--- src/rtl/rr_arbiter_8.sv ---
// 8-requester round-robin arbiter with a hold-until-release grant and a one-hot plus binary grant output.
// Optional grant timeout (forced revoke with timeout_err pulse) is enabled by defining GRANT_TIMEOUT_EN.
module rr_arbiter_8 #(
    parameter int N_REQ          = 8,
    parameter int IDX_W          = 3,
    parameter int TIMEOUT_CYCLES = 16
) (
    input  logic             clk,
    input  logic             rst,
    input  logic [N_REQ-1:0] req,
    input  logic             done,
    output logic [N_REQ-1:0] gnt,
    output logic [IDX_W-1:0] gnt_idx,
    output logic             gnt_valid,
    output logic             timeout_err
);

    typedef enum logic {
        IDLE  = 1'b0,
        GRANT = 1'b1
    } state_t;

    state_t           state_reg, state_next;
    logic [IDX_W-1:0] ptr_reg, ptr_next;
    logic [IDX_W-1:0] idx_reg, idx_next;
    logic [N_REQ-1:0] gnt_reg, gnt_next;
    logic [N_REQ-1:0] rot_req;
    logic [IDX_W-1:0] rot_pos;
    logic [IDX_W-1:0] winner;
    logic             release_now;
    logic             expire;

    // Rotate the request vector so bit 0 is the requester at ptr; the lowest set bit then wins.
    generate
        for (genvar gi = 0; gi < N_REQ; gi++) begin : g_rot
            assign rot_req[gi] = req[ptr_reg + IDX_W'(gi)];
        end
    endgenerate

    always_comb begin
        rot_pos = '0;
        for (int i = N_REQ - 1; i >= 0; i--) begin
            if (rot_req[i]) rot_pos = IDX_W'(i);
        end
    end

    assign winner      = ptr_reg + rot_pos;
    assign release_now = done || !req[idx_reg];

`ifdef GRANT_TIMEOUT_EN
    logic [7:0] hold_reg, hold_next;
    logic       terr_reg;

    assign expire = (state_reg == GRANT) && !release_now && (hold_reg == 8'(TIMEOUT_CYCLES - 1));

    // Counter sits at zero in IDLE, so it is already cleared on entry to GRANT.
    always_comb begin
        hold_next = 8'd0;
        if (state_reg == GRANT && hold_reg != 8'hFF) hold_next = hold_reg + 8'd1;
        else if (state_reg == GRANT)                 hold_next = hold_reg;
    end

    always_ff @(posedge clk) begin
        if (rst) begin
            hold_reg <= 8'd0;
            terr_reg <= 1'b0;
        end else begin
            hold_reg <= hold_next;
            terr_reg <= expire;
        end
    end

    assign timeout_err = terr_reg;
`else
    // Out-of-range settings leave an empty marker block; the timeout logic is not built here.
    if (TIMEOUT_CYCLES < 2 || TIMEOUT_CYCLES > 255) begin : g_timeout_unused
    end
    assign expire      = 1'b0;
    assign timeout_err = 1'b0;
`endif

    always_ff @(posedge clk) begin
        if (rst) begin
            state_reg <= IDLE;
            ptr_reg   <= '0;
            idx_reg   <= '0;
            gnt_reg   <= '0;
        end else begin
            state_reg <= state_next;
            ptr_reg   <= ptr_next;
            idx_reg   <= idx_next;
            gnt_reg   <= gnt_next;
        end
    end

    always_comb begin
        state_next = state_reg;
        ptr_next   = ptr_reg;
        idx_next   = idx_reg;
        gnt_next   = gnt_reg;
        case (state_reg)
            IDLE: begin
                if (|req) begin
                    state_next = GRANT;
                    idx_next   = winner;
                    gnt_next   = N_REQ'(1) << winner;
                    ptr_next   = winner + IDX_W'(1);
                end
            end
            GRANT: begin
                // A normal release and a timeout revoke share one path; ptr already points past the owner.
                if (release_now || expire) begin
                    state_next = IDLE;
                    idx_next   = '0;
                    gnt_next   = '0;
                end
            end
            default: begin
                state_next = IDLE;
                idx_next   = '0;
                gnt_next   = '0;
            end
        endcase
    end

    always_comb begin
        gnt       = gnt_reg;
        gnt_idx   = idx_reg;
        gnt_valid = (state_reg == GRANT);
    end

endmodule

--- config.mk ---
export PLATFORM = sky130hd
export DESIGN_NAME = rr_arbiter_8
export DESIGN_NICKNAME = d
export VERILOG_FILES = /design/src/rtl/rr_arbiter_8.sv
export SDC_FILE = /design/constraint.sdc
export NUM_CORES = 1
export LEC_CHECK = 0
export CAP_MARGIN = 10
export CORE_MARGIN = 2
export CORE_UTILIZATION = 58
export CTS_CLUSTER_SIZE = 12
export DETAILED_ROUTE_END_ITERATION = 7
export PLACE_DENSITY = 0.83
export SKIP_LAST_GASP = 1
export SLEW_MARGIN = 20
export SYNTH_ARGS = -nofsm -noshare
export SYNTH_HDL_FRONTEND = slang
export SYNTH_SLANG_ARGS = --single-unit
--- constraint.sdc ---
create_clock -name clk -period 5.5 [get_ports clk]
set_input_delay 1.1 -clock clk [delete_from_list [all_inputs] [get_ports clk]]
set_output_delay 1.1 -clock clk [all_outputs]
set_load 0.02 [all_outputs]
==> impl_metrics.prom <==
# TYPE chip_impl_metric gauge
chip_impl_info{name="outcome",value="completed"} 1
chip_impl_info{name="dr.max_layer_used",value="met4"} 1
chip_impl_info{name="regToRegEndpoint",value="ptr_reg[2]"} 1
chip_impl_info{name="crit_path_end_kind",value="register"} 1
chip_impl_metric{name="antenna_found_initial",unit=""} 0
chip_impl_metric{name="synth-warning-count",unit=""} 0
chip_impl_info{name="min-delay-path-class",value="register to register"} 1
chip_impl_metric{name="largest_register_ffs",unit=""} 8
chip_impl_info{name="main_flop_type_after_synthesis",value="dfxtp_1"} 1
chip_impl_metric{name="pin_count_of_the_biggest_net_entering_global_routing",unit=""} 15
chip_impl_info{name="synth_top_family_by_area",value="multiplexers"} 1
chip_impl_metric{name="first_iter_violations",unit=""} 44
chip_impl_info{name="yosys.cell_count.top_type",value="dfxtp_1"} 1
chip_impl_metric{name="overall_die_area",unit="mm2"} 0.00299
chip_impl_metric{name="arrival",unit="ns"} 4.61
chip_impl_info{name="yosysTopAreaCell",value="dfxtp_1"} 1
chip_impl_metric{name="global_route.overflow_total",unit=""} 0
chip_impl_metric{name="timing.critical_path.slowest_cell_delay",unit="ns"} 0.56
chip_impl_metric{name="gpl.final_weighted_congestion",unit=""} 0.917
chip_impl_metric{name="cts_post_setup_buffers_inserted",unit=""} 0
chip_impl_metric{name="portion_of_synthesized_cell_area_occupied_by_the_leading_cell_type",unit=""} 0.202
chip_impl_metric{name="share_of_synthesized_flip_flops_with_an_asynchronous_set_or_reset",unit=""} 0
chip_impl_metric{name="min_path_cells",unit=""} 2
chip_impl_metric{name="fin_max_slew_vios",unit=""} 0
chip_impl_metric{name="antenna_diode_instance_count",unit=""} 0
chip_impl_metric{name="tritoncts.num_buffers",unit=""} 3
chip_impl_metric{name="finalHoldViolCount",unit=""} 0
chip_impl_metric{name="setup_tns",unit="ns"} 0
chip_impl_info{name="start_of_the_worst_register_to_register_path",value="ptr_reg[0]"} 1
chip_impl_info{name="cpMaxStageDelayCell",value="mux4_1"} 1
chip_impl_metric{name="synth-seq-cells",unit=""} 15
chip_impl_metric{name="numClockSinks",unit=""} 15
chip_impl_metric{name="cp.depth",unit=""} 16
chip_impl_metric{name="drt_pass1_iterations",unit=""} 4
chip_impl_metric{name="worst_slew_pin_slew",unit="ns"} 0.702
chip_impl_metric{name="synth_enable_flop_cells",unit=""} 0
chip_impl_metric{name="route.vias.total",unit=""} 1249
chip_impl_metric{name="postSynthCellCount",unit=""} 153
chip_impl_metric{name="fin_worst_skew",unit="ns"} 0.00457
chip_impl_metric{name="routed_wl",unit="um"} 3240
chip_impl_metric{name="drcViolationCount",unit=""} 0
chip_impl_metric{name="post_layout_nets",unit=""} 192
chip_impl_metric{name="critical_path.max_fanout",unit=""} 6
chip_impl_metric{name="maxCapViolations",unit=""} 0
chip_impl_metric{name="synth-xor-area-share",unit=""} 0.0294
chip_impl_metric{name="worst_hold_slack_after_final_layout",unit="ns"} 0.478
chip_impl_metric{name="synthToLayoutAreaGrowth",unit="%"} 14.8
chip_impl_info{name="synth_top_cells_by_area",value="dfxtp_1, mux4_2, mux4_1"} 1
chip_impl_metric{name="met2RoutedLength",unit="um"} 1560
chip_impl_metric{name="maxSlewHeadroom",unit=""} 0.532
chip_impl_metric{name="synth-compound-area-share",unit=""} 0.182
chip_impl_metric{name="vias_in_the_first_global_route",unit=""} 1144
chip_impl_info{name="critical_path.cell_chain",value="clkdlybuf4s50_1 -> mux4_1 -> and2b_1 -> o21ai_0 -> a21oi_1 -> o21bai_1 -> a22oi_1 -> ha_1 -> inv_1 -> fa_1 -> xnor2_1 -> o21ai_1 -> and2_1 -> ha_1 -> a21oi_1 -> nor2_1"} 1
chip_impl_metric{name="finalSetupViolCount",unit=""} 0
chip_impl_metric{name="die_width",unit="um"} 54.7
chip_impl_info{name="unrepaired_setup_endpoints_after_global_routing",value="false"} 1
chip_impl_info{name="crit_path_start_kind",value="input pin"} 1
chip_impl_metric{name="synthSimpleGateAreaFrac",unit=""} 0.189
chip_impl_metric{name="io_pins",unit=""} 24
chip_impl_metric{name="layout-drive-gt1-share",unit=""} 0.135
chip_impl_metric{name="htree_depth",unit=""} 1
chip_impl_info{name="cts_tree",value="yes"} 1
chip_impl_metric{name="vdd.ir_drop.worst",unit="mV"} 0.395
chip_impl_metric{name="floorplan_row_count",unit=""} 18
chip_impl_metric{name="drt-vias-per-instance",unit=""} 6.21
chip_impl_metric{name="pwr_density_cell",unit="mW/mm2"} 570
chip_impl_info{name="cts.root.buffer_cell",value="clkbuf_4"} 1
chip_impl_metric{name="r2r_cells",unit=""} 15
chip_impl_metric{name="wl_per_cell",unit="um"} 16.1
chip_impl_info{name="netlist_top_cells_count",value="dfxtp_1, nand3_1, nor2_1"} 1
chip_impl_metric{name="met3_wirelength",unit="um"} 112
chip_impl_metric{name="reg2reg_slack",unit="ns"} 1.12
chip_impl_metric{name="post_synth_fa_ha_maj_area_fraction",unit=""} 0.0807
chip_impl_metric{name="cts_resized",unit=""} 0
chip_impl_metric{name="grt_first_pass_wirelength",unit="um"} 5290
chip_impl_metric{name="min_period",unit="ns"} 4.43
chip_impl_metric{name="timing.critical_path.buf_inv",unit=""} 2
chip_impl_metric{name="port_buffers",unit=""} 22
chip_impl_metric{name="die_height",unit="um"} 54.7
chip_impl_metric{name="dp_hpwl",unit="um"} 2480
chip_impl_metric{name="clk_path_buf_depth",unit=""} 2
chip_impl_metric{name="synthesis.area_per_instance",unit="um2"} 9.73
chip_impl_info{name="min_from",value="gnt[5]"} 1
chip_impl_metric{name="power_leakage",unit="nW"} 0.648
chip_impl_info{name="hold_path_end",value="gnt[5]"} 1
chip_impl_info{name="crit_type",value="input pin to register"} 1
chip_impl_metric{name="finalCritPeriodShare",unit=""} 0.805
chip_impl_metric{name="routedLengthMet1",unit="um"} 1490
chip_impl_metric{name="insertion_delay",unit="ns"} 0.29
chip_impl_metric{name="number_of_nets_with_antenna_violations_after_routing",unit=""} 0
chip_impl_metric{name="floorplan.core_area",unit="mm2"} 0.00245
chip_impl_metric{name="mappedNetlistNets",unit=""} 173
chip_impl_info{name="path_delay_family",value="adder cells"} 1
chip_impl_metric{name="grt_use_total",unit=""} 0.249
chip_impl_metric{name="synth-seq-area-share",unit=""} 0.202
chip_impl_metric{name="synth_mux_area_frac",unit=""} 0.255
chip_impl_metric{name="ys_types",unit=""} 43
chip_impl_metric{name="clkSlewWorstSetupHoldPaths",unit="ns"} 0.09
chip_impl_metric{name="cts_hold_buf",unit=""} 0
chip_impl_metric{name="synth.cell_area",unit="mm2"} 0.00149
chip_impl_metric{name="initial_utilization",unit=""} 0.607
chip_impl_metric{name="timing.fmax",unit="GHz"} 0.226
chip_impl_metric{name="cp.required",unit="ns"} 5.68
-- power by group --
| group | internal, mW | total (mW) | leakage, nW | switching (mW) |
|---|---|---|---|---|
| Sequential | 0.141 | 0.191 | 0.123 | 0.0509 |
| Clock | 0.0271 | 0.0640 | 0.0177 | 0.0369 |
| Combinational | 0.352 | 0.718 | 0.507 | 0.366 |
| Total | 0.520 | 0.974 | 0.648 | 0.454 |
-- worst max path at each step --
stage                      start          to
after floorplan           req[7]  ptr_reg[2]
after global placement    req[7]  ptr_reg[2]
after detailed placement  req[7]  ptr_reg[2]
after CTS                 req[7]  ptr_reg[2]
after global routing      req[7]  ptr_reg[2]
final                     req[7]  ptr_reg[2]
-- through the flow --
stage	power, mW	worst slack (ns)	cells	instance area, um2	util
after floorplan	0.772	1.59	153	1490	-
after global placement	0.880	0.891	197	1680	0.685
after detailed placement	0.906	0.764	197	1680	0.685
after CTS	0.976	1.09	201	1710	0.696
after global routing	1.07	0.756	201	1710	0.696
final	0.974	1.07	201	1710	0.696
-- layer usage --
layer	global-route usage	up-vias
met4	0.0958	0
li1	-	622
met2	0.413	30
met5	0	-
met1	0.329	588
met3	0.0301	9
-- kinds of logic (layout without fill, tap and decap cells) --
kind of cell    after synthesis  after routing
xor+xnor                      5              5
compound gates               34             34
flops                        15             15
fa+ha+maj                     9              9
other cells                   1              1
mux                          20             20
simple gates                 55             55
buf+inv                      14             32
-- area by class of cell --
class	count	area, um2
timing repair buffer	22	220
sequential	15	300
tap	30	37.5
inverter	6	22.5
clock inverter	1	5.00
clock buffer	3	22.5
fill	183	746
multi-input combinational	124	1100
-- worst register-to-register path, stage by stage, from the launching register on --
cell,delay [ns]
dfxtp_1,0.73
inv_1,0.16
ha_1,0.50
mux2i_1,0.20
mux4_2,0.51
a211o_1,0.30
a22oi_1,0.16
ha_1,0.17
inv_1,0.05
fa_1,0.41
xnor2_1,0.31
o21ai_1,0.14
and2_1,0.18
ha_1,0.28
a21oi_1,0.13
nor2_1,0.05
-- layout by cell type, fill, tap and decap left out, types with 4 or more instances in the layout --
master and count:
dfxtp_1 15, nand2_1 9, nand3_1 13, nor2_1 12, a21oi_1 8, nor2b_1 5, ha_1 8, a22oi_1 4
mux4_2 9, o21ai_0 7, mux2i_1 5, and3_1 6, mux4_1 4, clkdlybuf4s50_1 22, inv_1 6
No activity file was read; power rests on OpenSTA's default activity.
